`src/rtl/matrix_input_loader.sv`:
```
// Serial-to-packed matrix loader: collects a row-major element stream into the
// 5x5 stride packed layout and holds it with its dimensions until acknowledged.
module matrix_input_loader #(
    parameter int MAX_DIM = 5,
    parameter int ELEM_W  = 8,
    parameter int TIMEOUT = 1000
) (
    input  logic                              clk,
    input  logic                              reset,
    input  logic                              start,
    input  logic [2:0]                        dim_m,
    input  logic [2:0]                        dim_n,
    input  logic [ELEM_W-1:0]                 data_in,
    input  logic                              data_valid,
    input  logic                              abort,
    input  logic                              out_ack,
    output logic [MAX_DIM*MAX_DIM*ELEM_W-1:0] matrix,
    output logic [2:0]                        m_out,
    output logic [2:0]                        n_out,
    output logic                              matrix_valid,
    output logic                              busy,
    output logic                              error,
    output logic [4:0]                        elem_count
);

    localparam int MAT_W = MAX_DIM * MAX_DIM * ELEM_W;
    localparam int IDX_W = $clog2(MAT_W);
    localparam int TO_W  = (TIMEOUT > 1) ? $clog2(TIMEOUT) : 1;

    typedef enum logic [1:0] {ST_IDLE, ST_LOAD, ST_DONE, ST_ERROR} state_t;

    state_t             state_r, state_s;
    logic [MAT_W-1:0]   matrix_r, matrix_s;
    logic [2:0]         m_r, m_s, n_r, n_s, row_r, row_s, col_r, col_s;
    logic               valid_r, valid_s, busy_r, busy_s, error_r, error_s;
    logic               last_r, last_s;
    logic [4:0]         count_r, count_s, slot_s;
    logic [TO_W-1:0]    to_r, to_s;
    logic [IDX_W-1:0]   base_s;
    logic               legal_s, last_elem_s;

    assign legal_s     = (dim_m >= 3'd1) && (dim_m <= 3'(MAX_DIM)) &&
                         (dim_n >= 3'd1) && (dim_n <= 3'(MAX_DIM));
    assign slot_s      = 5'(row_r) * 5'(MAX_DIM) + 5'(col_r);
    assign base_s      = IDX_W'(slot_s) * IDX_W'(ELEM_W);
    assign last_elem_s = (row_r == (m_r - 3'd1)) && (col_r == (n_r - 3'd1));

    // Next-state and next-output computation; last_r adds the one-cycle hold before DONE
    always_comb begin
        state_s  = state_r;
        matrix_s = matrix_r;
        m_s      = m_r;
        n_s      = n_r;
        valid_s  = valid_r;
        count_s  = count_r;
        row_s    = row_r;
        col_s    = col_r;
        to_s     = to_r;
        last_s   = last_r;
        if (start && (state_r != ST_LOAD)) begin
            valid_s = 1'b0;
            last_s  = 1'b0;
            if (legal_s) begin
                state_s  = ST_LOAD;
                m_s      = dim_m;
                n_s      = dim_n;
                matrix_s = {MAT_W{1'b0}};
                count_s  = 5'd0;
                row_s    = 3'd0;
                col_s    = 3'd0;
                to_s     = {TO_W{1'b0}};
            end else begin
                state_s = ST_ERROR;
            end
        end else begin
            case (state_r)
                ST_LOAD: begin
                    if (abort) begin
                        state_s  = ST_IDLE;
                        matrix_s = {MAT_W{1'b0}};
                        last_s   = 1'b0;
                    end else if (last_r) begin
                        state_s = ST_DONE;
                        valid_s = 1'b1;
                        last_s  = 1'b0;
                    end else if (data_valid) begin
                        matrix_s[base_s +: ELEM_W] = data_in;
                        count_s = count_r + 5'd1;
                        to_s    = {TO_W{1'b0}};
                        if (last_elem_s) begin
                            last_s = 1'b1;
                        end else if (col_r == (n_r - 3'd1)) begin
                            col_s = 3'd0;
                            row_s = row_r + 3'd1;
                        end else begin
                            col_s = col_r + 3'd1;
                        end
                    end else if ((TIMEOUT != 0) && (to_r == TO_W'(TIMEOUT - 1))) begin
                        state_s = ST_ERROR;
                    end else begin
                        to_s = to_r + TO_W'(1);
                    end
                end
                ST_DONE: begin
                    if (out_ack) begin
                        state_s = ST_IDLE;
                        valid_s = 1'b0;
                    end else begin
                        valid_s = 1'b1;
                    end
                end
                ST_ERROR: begin
                    valid_s = 1'b0;
                    if (abort) begin
                        state_s = ST_IDLE;
                    end else begin
                        state_s = ST_ERROR;
                    end
                end
                ST_IDLE: begin
                    valid_s = 1'b0;
                end
                default: begin
                    state_s = ST_IDLE;
                    valid_s = 1'b0;
                end
            endcase
        end
        busy_s  = (state_s == ST_LOAD);
        error_s = (state_s == ST_ERROR);
    end

    // State and output registers
    always_ff @(posedge clk or negedge reset) begin
        if (!reset) begin
            state_r  <= ST_IDLE;
            matrix_r <= {MAT_W{1'b0}};
            m_r      <= 3'd0;
            n_r      <= 3'd0;
            valid_r  <= 1'b0;
            busy_r   <= 1'b0;
            error_r  <= 1'b0;
            count_r  <= 5'd0;
            row_r    <= 3'd0;
            col_r    <= 3'd0;
            to_r     <= {TO_W{1'b0}};
            last_r   <= 1'b0;
        end else begin
            state_r  <= state_s;
            matrix_r <= matrix_s;
            m_r      <= m_s;
            n_r      <= n_s;
            valid_r  <= valid_s;
            busy_r   <= busy_s;
            error_r  <= error_s;
            count_r  <= count_s;
            row_r    <= row_s;
            col_r    <= col_s;
            to_r     <= to_s;
            last_r   <= last_s;
        end
    end

    assign matrix       = matrix_r;
    assign m_out        = m_r;
    assign n_out        = n_r;
    assign matrix_valid = valid_r;
    assign busy         = busy_r;
    assign error        = error_r;
    assign elem_count   = count_r;

endmodule

```
`config.mk`:
```
export PLATFORM = sky130hd
export DESIGN_NAME = matrix_input_loader
export DESIGN_NICKNAME = d
export VERILOG_FILES = /design/src/rtl/matrix_input_loader.sv
export SDC_FILE = /design/constraint.sdc
export NUM_CORES = 1
export LEC_CHECK = 0
export CORE_MARGIN = 1.5
export CORE_UTILIZATION = 40
export CTS_CLUSTER_SIZE = 30
export DETAILED_ROUTE_END_ITERATION = 8
export GPL_TIMING_DRIVEN = 1
export PLACE_DENSITY_LB_ADDON = 0.08
export SYNTH_ARGS = -nofsm -noshare
export SYNTH_HDL_FRONTEND = slang
export SYNTH_SLANG_ARGS = --single-unit
```
`constraint.sdc`:
```
create_clock -name clk -period 9.95 [get_ports clk]
set_input_delay 1.99 -clock clk [delete_from_list [all_inputs] [get_ports clk]]
set_output_delay 1.99 -clock clk [all_outputs]
set_load 0.02 [all_outputs]
```
# ---- Word level (Yosys, flattened, before mapping)
# Cells that the tools add are included.
dict set report classes {
  mux 55
  add_sub_neg 8
  multipliers 1
  reduce_logical 18
  eq_ne 17
  n_lt_le_gt_ge 4
  n_shift 2
}
# operator count
set op_table {}
lappend op_table {{2-to-1 mux 200 bit} 6}
lappend op_table {{bitwise mux 200 bit} 1}
lappend op_table {{variable shift 8 x 10 -> 200 bit (first input constant)} 1}
lappend op_table {{indexed part select 8 x 10 -> 200 bit} 1}
lappend op_table {{2-to-1 mux 10 bit} 7}
lappend op_table {{2-to-1 mux 3 bit} 15}
lappend op_table {{2-to-1 mux 5 bit} 6}
lappend op_table {{2-to-1 mux 2 bit} 8}
lappend op_table {{adder 10 x 1 -> 10 bit (second input constant)} 1}
lappend op_table {{== test 10 bit (second input constant)} 1}
lappend op_table {{2-to-1 mux 1 bit} 10}
lappend op_table {{negator 8 -> 10 bit} 1}
lappend op_table {{AND reduction 5 bit} 2}
lappend op_table {{inequality test 3 bit (second input constant)} 3}
lappend op_table {{inequality test 2 x 1 -> 1 bit (second input constant)} 4}
lappend op_table {{AND reduction 7 bit} 1}
lappend op_table {{adder 3 x 1 -> 3 bit (second input constant)} 2}
lappend op_table {{== test 2 bit (second input constant)} 3}
lappend op_table {{== test 3 bit} 2}
lappend op_table {{>= comparator 3 x 1 -> 1 bit (second input constant)} 2}
lappend op_table {{<= comparator 3 bit (second input constant)} 2}
lappend op_table {{one-hot mux 2 bit (3 select lines)} 1}
lappend op_table {{AND reduction 6 bit} 1}
lappend op_table {{nonzero test 2 bit} 3}
lappend op_table {{14 further kinds} 21}
dict set report word_totals {
  out_inout_bits 214
  inputBits 20
  reg_bits 233
}

# ---- Logic depth before layout (Yosys ltp)
dict set report depth {
  depth_word 10
  mapped_depth 11
  ltp_nobuf 10
}

# ---- Worst setup path before layout
# Ideal clock, no wire load.
dict set report synth_path {
  path_type {input-to-reg}
  startpoint {in dim_m[2]}
  endpoint {reg matrix_r[117], in the netlist matrix[117]}
  setup_ps 121
  path_slack_ps 6361
  arrival_time_ps 3468
  n_path_buf 1
  cell_stages 6
  cell_sequence {or3_1 a41o_1 o21ai_2 clkbuf_1 nor2_1 a22o_1}
}
dict set report synth_via {
  elab_chain_len 6
  elab_cells_between_ends 7
}
# item line
set synth_rtl {}
lappend synth_rtl {{from (decl)} 11} ;# input logic [2:0] dim_m,
lappend synth_rtl {{>= comparator 3 x 1 -> 1 bit or <= comparator 3 bit (tied branches)} 42} ;# assign legal_s = (dim_m >= 3'd1) && (dim_m <= 3'(MAX_DIM)) &&
lappend synth_rtl {{logical AND 1 bit * (2 in a row)} 42}
lappend synth_rtl {{logical AND 1 bit *} 43} ;# (dim_n >= 3'd1) && (dim_n <= 3'(MAX_DIM));
lappend synth_rtl {{inequality test 2 bit (no source line) *} n/a}
lappend synth_rtl {{AND reduction 4 bit (no source line) *} n/a}
lappend synth_rtl {{to (signal assigned)} 137} ;# matrix_r <= {MAT_W{1'b0}};
lappend synth_rtl {{to (signal assigned)} 150} ;# matrix_r <= matrix_s;
lappend synth_rtl {{to (decl)} 33} ;# logic [MAT_W-1:0] matrix_r, matrix_s;
# Every way passes the cells marked *; elsewhere a longest branch is shown, timed or not.
# A chain may end at the register's enable or synchronous reset.

# ---- Worst setup path in the final report
dict set report layout_path {
  startpoint {in start}
  endpoint {reg matrix_r[46], in the netlist matrix[46]}
}
dict set report layout_via {
  elab_chain_len 3
  elab_cells_between_ends 7
}
# item line
set layout_rtl {}
lappend layout_rtl {{from (decl)} 10} ;# input logic start,
lappend layout_rtl {{logical AND 1 bit *} 60} ;# if (start && (state_r != ST_LOAD)) begin
lappend layout_rtl {{inequality test 3 x 2 -> 1 bit (no source line), or another cell as far along} n/a}
lappend layout_rtl {{AND reduction 4 bit (no source line)} n/a}
# Marks and branches as above.

==> results list <==
- Result of the run: completed
* Area grow syn2layout: 35.2%
- Clock skew on the completed layout was measured at 0.0109 ns.
* Detailed Place HPWL: 20100 um
* First-pass GRT wire length: 45800 um
- IR drop worst, VDD: around 160 uV
* Max Root-Sink Buffers: 3
- Synthesis produced 818 cells.
* Mean instance size in the synthesized netlist: roughly 12 um^2
- The die covers 25700 um^2.
- Least setup slack across all paths after layout: 5.61 ns
- Worst endpoint data arrival time: 4.79 ns
- The layout has between 2000 and 2500 filler cells.
* Min-Delay Path Class: register to register
* Kind of launch point of the worst setup path: input pin
- Largest net degree at the start of global routing: 94
* Worst skew pair latency: 0.52 ns
- Final hold vios: 0
* Initial cell density of the core: 0.407
* CTS HTree Levels: 1
- In this run the worst setup path begins at start.
- Post-Synthesis Net Count: 858
- Number of hold-repair buffers added at the cts stage: 0
* Number of remaining DRC errors: 0
- For this design the top-level I/O count stands at 234.
- PortBufs: 233
- Starting DRT DRC Count: 487
- For the worst flop-to-flop path, the logic depth is 8.
- For the worst setup path, the data required time is roughly 10 ns.
- Worst hold margin: 0.478 ns
- In this run the core area contains 57 standard-cell rows.
- In this run the worst path has a maximum fanout of 19.
- Dividing the detail-routed wire length by the instance count gives 21.1 um.
- Total negative setup slack: 0 ns
* Overall via count from detail_route: 7596
- Post-detailed-routing wire length: 29400 um
- Synthesized flop and latch total: 233
- Setup violations remaining at the end of the flow were counted as 0.
* Ranking of synthesized cells by area: dfrtp_1, a22o_1, nand2_1, o2bb2ai_1, o21ai_0
* Post-DR vias/cell: ~5.4
- The netlist uses 70 different library cells.
- Post-CTS clock slew at the launch and capture registers of the worst setup and hold paths: approximately 0.060 ns
- The worst register-to-register path begins at row_r[0]$_DFFE_PN0P_.
- The region available for standard cell placement spans ~24000 um^2.
* Highest achievable clock rate: 230 MHz
- The die is 160 um tall.
* First drt pass iteration count: 5
* Most frequent cells in the layout: dfrtp_1, clkdlybuf4s50_1, a22o_1
- DP Worst Slack: 5.16 ns
- Share of synthesized area occupied by flip-flops and latches: 0.589
- Routed Antenna Nets: 0
- The worst setup path is of the input pin to register kind.
- For this run, the number of Yosys warnings is 0.
* Measured slew at the worst slew-check pin: roughly 1.2 ns
- For this run, asynchronously set or reset flops after synthesis account for 1.00.
- Dividing the final minimum period by the clock period gives 0.436.
- dfrtp_1 takes more of the synthesized area than any other cell.
- The synthesized design contains 0 enable-type register cells.
* Tightest slew margin relative to the limit: 0.221
- Routability-driven placement finished with a final weighted congestion of 0.775.
- The number of global-route vias before repair came to roughly 7700.
- At the end of the flow, the number of nets in the layout was 1094.
- Along the worst hold path, the cell count comes to 2.
- Diode count: 0
* Share of the synthesized area in the top cell type: 0.589
- Number of gates resized after CTS: 0
- Of the cells placed in the final design, the portion with a size suffix greater than 1 is 0.0859.
- The tool flagged a number of max-cap violations equal to 0.
- Pwr/cell area: 252 nW/um^2
- Total CTS buffers: 25
* Netlist area before placement: 9900 um^2
- Measured along the x axis, the die boundary spans 160 um.
- The number of antenna violations at the first check in global routing is 0.
- In this run the static leakage power is ~5.7 nW.
- The cell sitting at the root of the clock tree is a clkbuf_16.
- Max Slew Vio Count: 0
- The clock net in this run drives a total of 233 sinks.
- Most common library cell in the layout ignoring fill and taps: dfrtp_1
* TritonCTS clock tree: done
* Startpoint of the worst hold path: matrix[90]$_DFFE_PN0P_
* Grt ovf: 0
- Counting I/O delays and the setup requirement, the final critical path takes 4.34 ns.
* GRT Overall Usage: 0.229
- Among all flip-flop cells after synthesis, the most frequent one is dfrtp_1.
- STA classifies the critical path endpoint as a register.
- RSZ-0062 raised after global routing: false
* Post-CTS Setup Inserts: 0
==> cell usage after synthesis, drive strengths merged, types with 13 or more instances <==
master	instances
a22o	107
clkbuf	14
dfrtp	233
inv	13
nand2	105
nor2	38
a21oi	17
ha	19
buf	15
o21ai	75
o2bb2ai	44
==> per-stage QoR <==
step | power, mW | instances | instance area, um^2 | util
2_1_floorplan | 1.99 | 818 | 9900 | -
3_3_place_gp | 2.42 | 1351 | 12500 | 0.516
3_5_place_dp | 2.42 | 1351 | 12500 | 0.516
4_1_cts | 3.39 | 1395 | 13400 | 0.550
5_1_grt | 3.54 | 1395 | 13400 | 0.550
6_report | 3.37 | 1395 | 13400 | 0.550
==> critical path, cell delays in order <==
cell             delay (ns)
clkdlybuf4s50_1        0.53
nand2b_1               0.20
nand2b_1               0.13
buf_4                  0.33
o21ai_2                0.33
nor2_1                 0.98
a22o_1                 0.29
==> final timing paths <==
| kind | endpoint | slack [ns] |
|---|---|---|
| worst max-delay path | matrix[46]$_DFFE_PN0P_ | 5.61 |
| worst max register to register | matrix[179]$_DFFE_PN0P_ | 6.25 |
| min in group asynchronous | elem_count[2]$_DFFE_PN0P_ | 1.45 |
| worst min register to register | matrix[90]$_DFFE_PN0P_ | 0.48 |
| worst min-delay path | matrix[90]$_DFFE_PN0P_ | 0.48 |
| max in group asynchronous | row_r[1]$_DFFE_PN0P_ | 6.97 |
==> final cells by class <==
| cell class | instances | area [um^2] | area share |
|---|---|---|---|
| clock buffers | 32 | 672 | 0.0502 |
| clock inverters | 12 | 165 | 0.0123 |
| inverters | 13 | 48.8 | 0.00365 |
| multi-input cells | 543 | 3890 | 0.291 |
| flip-flops and latches | 233 | 5830 | 0.436 |
| well taps | 324 | 405 | 0.0303 |
| repair buffers | 238 | 2370 | 0.177 |
==> report_power, final <==
group / switching, mW / total, mW / leakage [nW] / internal (mW)
combinational: 0.838 / 1.27 / 2.07 / 0.434
clock: 0.383 / 0.962 / 0.409 / 0.579
sequential: 0.0827 / 1.13 / 3.23 / 1.05
total: 1.30 / 3.37 / 5.71 / 2.06
==> flip-flops by register name, summed over array words and instances (netlist names), 2 cells and up <==
name	count
row_r	3
col_r	3
elem_count	5
m_out	3
state_r	2
to_r	10
n_out	3
matrix	200
==> cell families (layout without fill, tap and decap cells) <==
family                   after synthesis  after routing  share of synthesized area
AO/OA/AOI/OAI                        286            286                      0.237
XOR/XNOR                              22             22                     0.0216
adder cells (fa/ha/maj)               20             20                     0.0260
buffers and inverters                 42            295                     0.0186
flip-flops                           233            233                      0.589
multiplexers                           2              2                    0.00215
AND/OR/NAND/NOR                      213            213                      0.106
==> metal layers <==
| metal | up-vias | wire length, um | global-route usage |
|---|---|---|---|
| met1 | 3775 | 14000 | 0.343 |
| met4 | 0 | 719 | 0.0658 |
| met3 | 45 | 1820 | 0.0460 |
| li1 | 3521 | - | - |
| met2 | 255 | 12900 | 0.338 |
| met5 | - | 0 | 0 |
Note: power is estimated with default switching activity, not from simulation.
